$ cat config.mk
export PLATFORM = sky130hd
export DESIGN_NAME = dbus_master_flat
export DESIGN_NICKNAME = d
export VERILOG_FILES = /design/src/rtl/dbus_master_if.sv /design/src/rtl/dbus_master.sv /design/src/flat_wrapper.sv
export SDC_FILE = /design/constraint.sdc
export NUM_CORES = 1
export LEC_CHECK = 0
export ABC_AREA = 1
export CAP_MARGIN = 20
export CORE_MARGIN = 5
export CORE_UTILIZATION = 43
export DETAILED_ROUTE_END_ITERATION = 16
export PLACE_DENSITY = 0.84
export SLEW_MARGIN = 15
export SYNTH_ARGS = -nofsm -noshare
export SYNTH_HDL_FRONTEND = slang
export SYNTH_SLANG_ARGS = --single-unit
export TNS_END_PERCENT = 10
$ cat constraint.sdc
create_clock -name clk_i -period 2 [get_ports clk_i]
set_input_delay 0.3 -clock clk_i [delete_from_list [all_inputs] [get_ports clk_i]]
set_output_delay 0.3 -clock clk_i [all_outputs]
set_load 0.02 [all_outputs]
$ cat src/rtl/dbus_master_if.sv
// Bus bundle for dbus_master: CPU data-access side and Wishbone classic master side.
// The master modport is the dbus_master view; the slave modport is everything around it.
interface dbus_master_if;
  // CPU side
  logic        cpu_cyc;
  logic        cpu_we;
  logic [31:0] cpu_adr;
  logic [31:0] cpu_dat_o;
  logic [3:0]  cpu_sel;
  logic        cpu_ack;
  logic [31:0] cpu_dat_i;
  logic        cpu_err;

  // Wishbone side
  logic        wb_cyc_o;
  logic        wb_stb_o;
  logic        wb_we_o;
  logic [31:0] wb_adr_o;
  logic [31:0] wb_dat_o;
  logic [3:0]  wb_sel_o;
  logic        wb_ack_i;
  logic        wb_err_i;
  logic [31:0] wb_dat_i;

  // FSM state for observation
  logic [1:0]  dbg_state;

  modport master (
    input  cpu_cyc, cpu_we, cpu_adr, cpu_dat_o, cpu_sel,
    output cpu_ack, cpu_dat_i, cpu_err,
    output wb_cyc_o, wb_stb_o, wb_we_o, wb_adr_o, wb_dat_o, wb_sel_o,
    input  wb_ack_i, wb_err_i, wb_dat_i,
    output dbg_state
  );

  modport slave (
    output cpu_cyc, cpu_we, cpu_adr, cpu_dat_o, cpu_sel,
    input  cpu_ack, cpu_dat_i, cpu_err,
    input  wb_cyc_o, wb_stb_o, wb_we_o, wb_adr_o, wb_dat_o, wb_sel_o,
    output wb_ack_i, wb_err_i, wb_dat_i,
    input  dbg_state
  );
endinterface

$ cat src/rtl/dbus_master.sv
// Memory-stage data bus master: turns a held CPU request into one Wishbone classic
// cycle with byte-lane steering, load alignment, bus-error and timeout reporting.
module dbus_master #(
  parameter logic [7:0] TIMEOUT = 8'd255
) (
  input  logic clk_i,
  input  logic rst_i,
  dbus_master_if.master bus
);

  // Handshake: cpu_cyc is a request held stable until the one-cycle cpu_ack strobe;
  // cpu_err and cpu_dat_i are meaningful with cpu_ack and hold until the next one.
  // On Wishbone, a cycle ends on the first sampled wb_ack_i or wb_err_i (err wins).
  typedef enum logic [1:0] {
    IDLE   = 2'd0,
    ACTIVE = 2'd1,
    RESP   = 2'd2
  } state_t;

  localparam logic [7:0] TMO_LAST = TIMEOUT - 8'd1;

  state_t      state, state_next;
  logic [7:0]  cnt, cnt_next;
  logic        err_flag, err_next;
  logic        we_q, we_next;
  logic [31:0] adr_q, adr_next;
  logic [31:0] wdat_q, wdat_next;
  logic [3:0]  sel_q, sel_next;
  logic [31:0] rdat_q, rdat_next;
  logic        cyc_q;
  logic        ack_q;

  function automatic logic [31:0] steer_wdata(input logic [3:0] sel, input logic [31:0] d);
    logic [31:0] r;
    case (sel)
      4'b1111:                            r = d;
      4'b1100, 4'b0011:                   r = {2{d[15:0]}};
      4'b1000, 4'b0100, 4'b0010, 4'b0001: r = {4{d[7:0]}};
      default:                            r = d;
    endcase
    return r;
  endfunction

  function automatic logic [31:0] align_rdata(input logic [3:0] sel, input logic [31:0] d);
    logic [31:0] r;
    case (sel)
      4'b1111: r = d;
      4'b1100: r = {16'h0000, d[31:16]};
      4'b0011: r = {16'h0000, d[15:0]};
      4'b1000: r = {24'h000000, d[31:24]};
      4'b0100: r = {24'h000000, d[23:16]};
      4'b0010: r = {24'h000000, d[15:8]};
      4'b0001: r = {24'h000000, d[7:0]};
      default: r = d;
    endcase
    return r;
  endfunction

  always_ff @(posedge clk_i) begin
    if (rst_i) begin
      state <= IDLE;
    end else begin
      state <= state_next;
    end
  end

  always_comb begin
    state_next = state;
    cnt_next   = cnt;
    err_next   = err_flag;
    we_next    = we_q;
    adr_next   = adr_q;
    wdat_next  = wdat_q;
    sel_next   = sel_q;
    rdat_next  = rdat_q;
    case (state)
      IDLE: begin
        if (bus.cpu_cyc) begin
          we_next    = bus.cpu_we;
          adr_next   = bus.cpu_adr;
          sel_next   = bus.cpu_sel;
          wdat_next  = steer_wdata(bus.cpu_sel, bus.cpu_dat_o);
          cnt_next   = 8'd0;
          state_next = ACTIVE;
        end
      end
      ACTIVE: begin
        if (bus.wb_err_i) begin
          err_next   = 1'b1;
          rdat_next  = 32'd0;
          state_next = RESP;
        end else if (bus.wb_ack_i) begin
          err_next   = 1'b0;
          rdat_next  = we_q ? 32'd0 : align_rdata(sel_q, bus.wb_dat_i);
          state_next = RESP;
        end else if ((TIMEOUT != 8'd0) && (cnt == TMO_LAST)) begin
          // The TIMEOUT-th silent cycle ends the bus cycle as an error.
          err_next   = 1'b1;
          rdat_next  = 32'd0;
          state_next = RESP;
        end else begin
          cnt_next = cnt + 8'd1;
        end
      end
      RESP: begin
        state_next = IDLE;
      end
      default: begin
        state_next = IDLE;
      end
    endcase
  end

  // Bus and response outputs are registered from the next state, so they line up
  // exactly with the state they belong to without any decode glitches.
  always_ff @(posedge clk_i) begin
    if (rst_i) begin
      cnt      <= 8'd0;
      err_flag <= 1'b0;
      we_q     <= 1'b0;
      adr_q    <= 32'd0;
      wdat_q   <= 32'd0;
      sel_q    <= 4'd0;
      rdat_q   <= 32'd0;
      cyc_q    <= 1'b0;
      ack_q    <= 1'b0;
    end else begin
      cnt      <= cnt_next;
      err_flag <= err_next;
      we_q     <= we_next;
      adr_q    <= adr_next;
      wdat_q   <= wdat_next;
      sel_q    <= sel_next;
      rdat_q   <= rdat_next;
      cyc_q    <= (state_next == ACTIVE);
      ack_q    <= (state_next == RESP);
    end
  end

  assign bus.wb_cyc_o  = cyc_q;
  assign bus.wb_stb_o  = cyc_q;
  assign bus.wb_we_o   = we_q;
  assign bus.wb_adr_o  = adr_q;
  assign bus.wb_dat_o  = wdat_q;
  assign bus.wb_sel_o  = sel_q;
  assign bus.cpu_ack   = ack_q;
  assign bus.cpu_dat_i = rdat_q;
  assign bus.cpu_err   = err_flag;
  assign bus.dbg_state = state;

endmodule

$ cat src/flat_wrapper.sv
// flat-port wrapper written by rule: the top's interface ports become plain ports
module dbus_master_flat 
#(
  parameter logic [7:0] TIMEOUT = 8'd255
)
  (clk_i, rst_i, bus_cpu_cyc, bus_cpu_we, bus_cpu_adr, bus_cpu_dat_o, bus_cpu_sel, bus_cpu_ack, bus_cpu_dat_i, bus_cpu_err, bus_wb_cyc_o, bus_wb_stb_o, bus_wb_we_o, bus_wb_adr_o, bus_wb_dat_o, bus_wb_sel_o, bus_wb_ack_i, bus_wb_err_i, bus_wb_dat_i, bus_dbg_state);
  dbus_master_if bus_i ();
  input  logic clk_i;
  input  logic rst_i;
  input wire logic [$bits(bus_i.cpu_cyc)-1:0] bus_cpu_cyc;
  input wire logic [$bits(bus_i.cpu_we)-1:0] bus_cpu_we;
  input wire logic [$bits(bus_i.cpu_adr)-1:0] bus_cpu_adr;
  input wire logic [$bits(bus_i.cpu_dat_o)-1:0] bus_cpu_dat_o;
  input wire logic [$bits(bus_i.cpu_sel)-1:0] bus_cpu_sel;
  output wire logic [$bits(bus_i.cpu_ack)-1:0] bus_cpu_ack;
  output wire logic [$bits(bus_i.cpu_dat_i)-1:0] bus_cpu_dat_i;
  output wire logic [$bits(bus_i.cpu_err)-1:0] bus_cpu_err;
  output wire logic [$bits(bus_i.wb_cyc_o)-1:0] bus_wb_cyc_o;
  output wire logic [$bits(bus_i.wb_stb_o)-1:0] bus_wb_stb_o;
  output wire logic [$bits(bus_i.wb_we_o)-1:0] bus_wb_we_o;
  output wire logic [$bits(bus_i.wb_adr_o)-1:0] bus_wb_adr_o;
  output wire logic [$bits(bus_i.wb_dat_o)-1:0] bus_wb_dat_o;
  output wire logic [$bits(bus_i.wb_sel_o)-1:0] bus_wb_sel_o;
  input wire logic [$bits(bus_i.wb_ack_i)-1:0] bus_wb_ack_i;
  input wire logic [$bits(bus_i.wb_err_i)-1:0] bus_wb_err_i;
  input wire logic [$bits(bus_i.wb_dat_i)-1:0] bus_wb_dat_i;
  output wire logic [$bits(bus_i.dbg_state)-1:0] bus_dbg_state;
  assign bus_i.cpu_cyc = bus_cpu_cyc;
  assign bus_i.cpu_we = bus_cpu_we;
  assign bus_i.cpu_adr = bus_cpu_adr;
  assign bus_i.cpu_dat_o = bus_cpu_dat_o;
  assign bus_i.cpu_sel = bus_cpu_sel;
  assign bus_cpu_ack = bus_i.cpu_ack;
  assign bus_cpu_dat_i = bus_i.cpu_dat_i;
  assign bus_cpu_err = bus_i.cpu_err;
  assign bus_wb_cyc_o = bus_i.wb_cyc_o;
  assign bus_wb_stb_o = bus_i.wb_stb_o;
  assign bus_wb_we_o = bus_i.wb_we_o;
  assign bus_wb_adr_o = bus_i.wb_adr_o;
  assign bus_wb_dat_o = bus_i.wb_dat_o;
  assign bus_wb_sel_o = bus_i.wb_sel_o;
  assign bus_i.wb_ack_i = bus_wb_ack_i;
  assign bus_i.wb_err_i = bus_wb_err_i;
  assign bus_i.wb_dat_i = bus_wb_dat_i;
  assign bus_dbg_state = bus_i.dbg_state;
  dbus_master #(.TIMEOUT(TIMEOUT)) u_core (.clk_i(clk_i), .rst_i(rst_i), .bus(bus_i));
endmodule
==> flow_summary.toml, run 1 <==
[finish]
postLayoutCellArea_um2 = 7910
layout-area-overhead-vs-synth_pct = 57.3
final_cells = 1045
final_nets = 998
n_antenna_cell = 0
layout-drive-gt1-share_pct = 8.54
fillers = 929

[global_routing]
grt_max_degree = 44
antenna_found_initial = 0
grt_pass1_vias = 5201
grt-ovfl-total = 0
grtUsageTotal_pct = 23.4
grt_pass1_wl_um = 26500

[cts]
cts.clk_slew.worst_paths_ns = 0.05
cts_root_buf = "clkbuf_16"
cts_resized = 0
clk_latency_ns = 0.42
htree_levels = 4
postCtsSetupBuffers = 0
clockBufferDepth = 2
cts_tree = "yes"
cts.sinks = 114
numCtsBuffers = 17
hold_buffers = 0

[synth]
yosys.area.top_type_share_pct = 45.4
syn_inst = 673
syn-num-nets = 781
synth.area.top_cells = "dfxtp_1 (45%), nand2_1 (14%), nand3_1 (11%), a22o_1 (5.7%), inv_1 (4.1%)"
synth_ff_type = "dfxtp_1"
synth_cell_types = 30
synth_warnings = 0
synth_edf_count = 0
synth_common_cells = "nand2_1 (182), dfxtp_1 (114), nand3_1 (107)"
yosysMostFrequentCell = "nand2_1"
synthArstFlopShare_pct = 0
yosysSeqAreaShare_pct = 45.4
ys_seq_elements = 114
netlist_area_um2 = 5030
yosysTopAreaCell = "dfxtp_1"
postSynthAreaPerCell_um2 = 7.47

[timing]
hold_viol = 0
finalCritPeriodShare_pct = 91.9
rsz0062_at_grt = "false"
setup_ws_ns = 0.162
max_slew_margin_pct = 70.2
setup_viol = 0
fin_setup_tns_ns = 0
fmax_mhz = 544
layout_min_cycle_time_ns = 1.84
fin_skew_ns = 0.00738
report.final.slew_viol_count = 0
worst_pin_slew_ns = 0.446

[floorplan]
die_y_um = 118
die_area_um2 = 14000
rows = 39
ios = 213
die_w_um = 118
initial_core_util_pct = 44.0
core_um2 = 11400

[place]
gp_congestion = 0.869
preCtsSetupSlack_ns = 0.175
portBuffers = 212
placed_area_um2 = 7330
place_hpwl_um = 12100
placedCellCount = 1014

[setup_path]
cp-start-kind = "flop"
worst-path-buf-inv = 1
r2r_slack_ns = 0.36
cp_top_family = "buffers and inverters"
cpPeakStageDelay_ns = 0.66
cp-end-kind = "primary output"
worst_path_max_delay_cell = "clkdlybuf4s50_1"
cp_max_fo = 3
worst_ep_required_time_ns = 1.70
worstSetupPathType = "flop to primary output"
cp.arrival_ns = 1.54
path_cells = "clkdlybuf4s50_1"

[routing]
dr.pass1.iters = 5
wl_per_cell_um = 15.9
vias_per_cell = 5.09
ant_nets = 0
via_count = 5320
drc = 0
drt-initial-drc-count = 425
wirelength_um = 16600

[power_and_ir_drop]
totalPowerFinal_uw = 6700
powerDensity_nw_per_um2 = 847
ir_drop_mv = 0.525
power.leakage_uw = 0.00337

[run]
cap_violations = 0

[outcome]
outcome = "finished clean"

[hold_path]
hold_path.class = "input port to flop"
area by class of cell:
| cell class | count | area (µm²) | share of cell area [%] |
|---|---|---|---|
| multi-input combinational | 467 | 2330 | 29.4 |
| sequential | 114 | 2280 | 28.9 |
| clock inverter | 10 | 109 | 1.38 |
| tap | 143 | 179 | 2.26 |
| inverter | 59 | 221 | 2.80 |
| timing repair buffer | 231 | 2320 | 29.4 |
| clock buffer | 21 | 470 | 5.95 |
power breakdown:
group	internal [µW]	switching, µW
registers	2400	77.4
logic	606	660
clock network	1910	1050
total	4920	1780
final timing paths:
| check | startpoint | end | depth (start not counted) |
|---|---|---|---|
| max | u_core.bus.wb_we_o | bus_wb_we_o | 1 |
| min | rst_i | u_core.bus.wb_dat_o[0] | 4 |
| max reg2reg | u_core.cnt[0] | u_core.cnt[2] | 10 |
| min reg2reg | u_core.bus.wb_dat_o[23] | u_core.bus.wb_dat_o[23] | 2 |
worst register-to-register path: cells and delay by family (launching register included):
kind	cells	cell delay, ns
buffers and inverters	1	0.10
flip-flops	1	0.39
AND/OR/NAND/NOR	8	0.86
adder cells (fa/ha/maj)	1	0.20
kinds of logic after synthesis:
family	synth area share, %
adders and majority gates	0.498
buffers and inverters	8.39
and+or+nand+nor	33.4
xor gates and xnor gates	0.348
AOI/OAI and AO/OA	11.9
DFF	45.4
layer usage:
metal	part of all wire (%)	track usage, %	up-vias	wire, µm
li1	-	-	2632	-
met1	40	27.7	2421	6630
met5	0	0	-	0
met3	11	10.0	28	1750
met4	2.1	7.89	0	347
met2	48	38.2	239	7910
through the flow:
stage / utilization (%) / hold WS (ns)
3_5_place_dp: 64.2 / 0.440
4_1_cts: 69.3 / 0.260
2_1_floorplan: - / 0.413
5_1_grt: 69.3 / 0.299
3_3_place_gp: 64.2 / 0.434
6_report: 69.3 / 0.267
cell usage in the layout, fill, tap and decap left out, types with 5 or more instances in the layout:
master and n:
nand2_1 182, nand2_2 8, nand3_1 107, buf_4 14, nor2b_1 5, clkbuf_16 17
o21ai_0 16, dfxtp_1 114, inv_1 55, nand3b_1 8, clkdlybuf4s50_1 211, a22o_1 33
nor2_1 49, buf_12 5, clkinv_2 5, a21oi_1 36
state kept, by name, indices dropped and copies added (netlist names):
name and count:
u_core.bus.wb_dat_o 32, u_core.bus.wb_cyc_o 1, u_core.bus.cpu_err 1, u_core.bus.dbg_state 2, u_core.bus.wb_we_o 1, u_core.bus.wb_sel_o 4, u_core.bus.cpu_dat_i 32, u_core.bus.wb_adr_o 32
u_core.cnt 8, u_core.bus.cpu_ack 1
Power figures use the tool's default switching activity.
==> run 2, diff against run 1 <==
- ABC_CLOCK_PERIOD_IN_PS: unset -> 2000
==> results of run 2 <==
The final DEF is identical to that of run 1; final timing and power are the same.
==> run 3, diff against run 2 <==
- CTS_CLUSTER_SIZE: unset -> 8
==> results of run 3 <==
The final DEF is identical to that of run 1; final timing and power are the same.
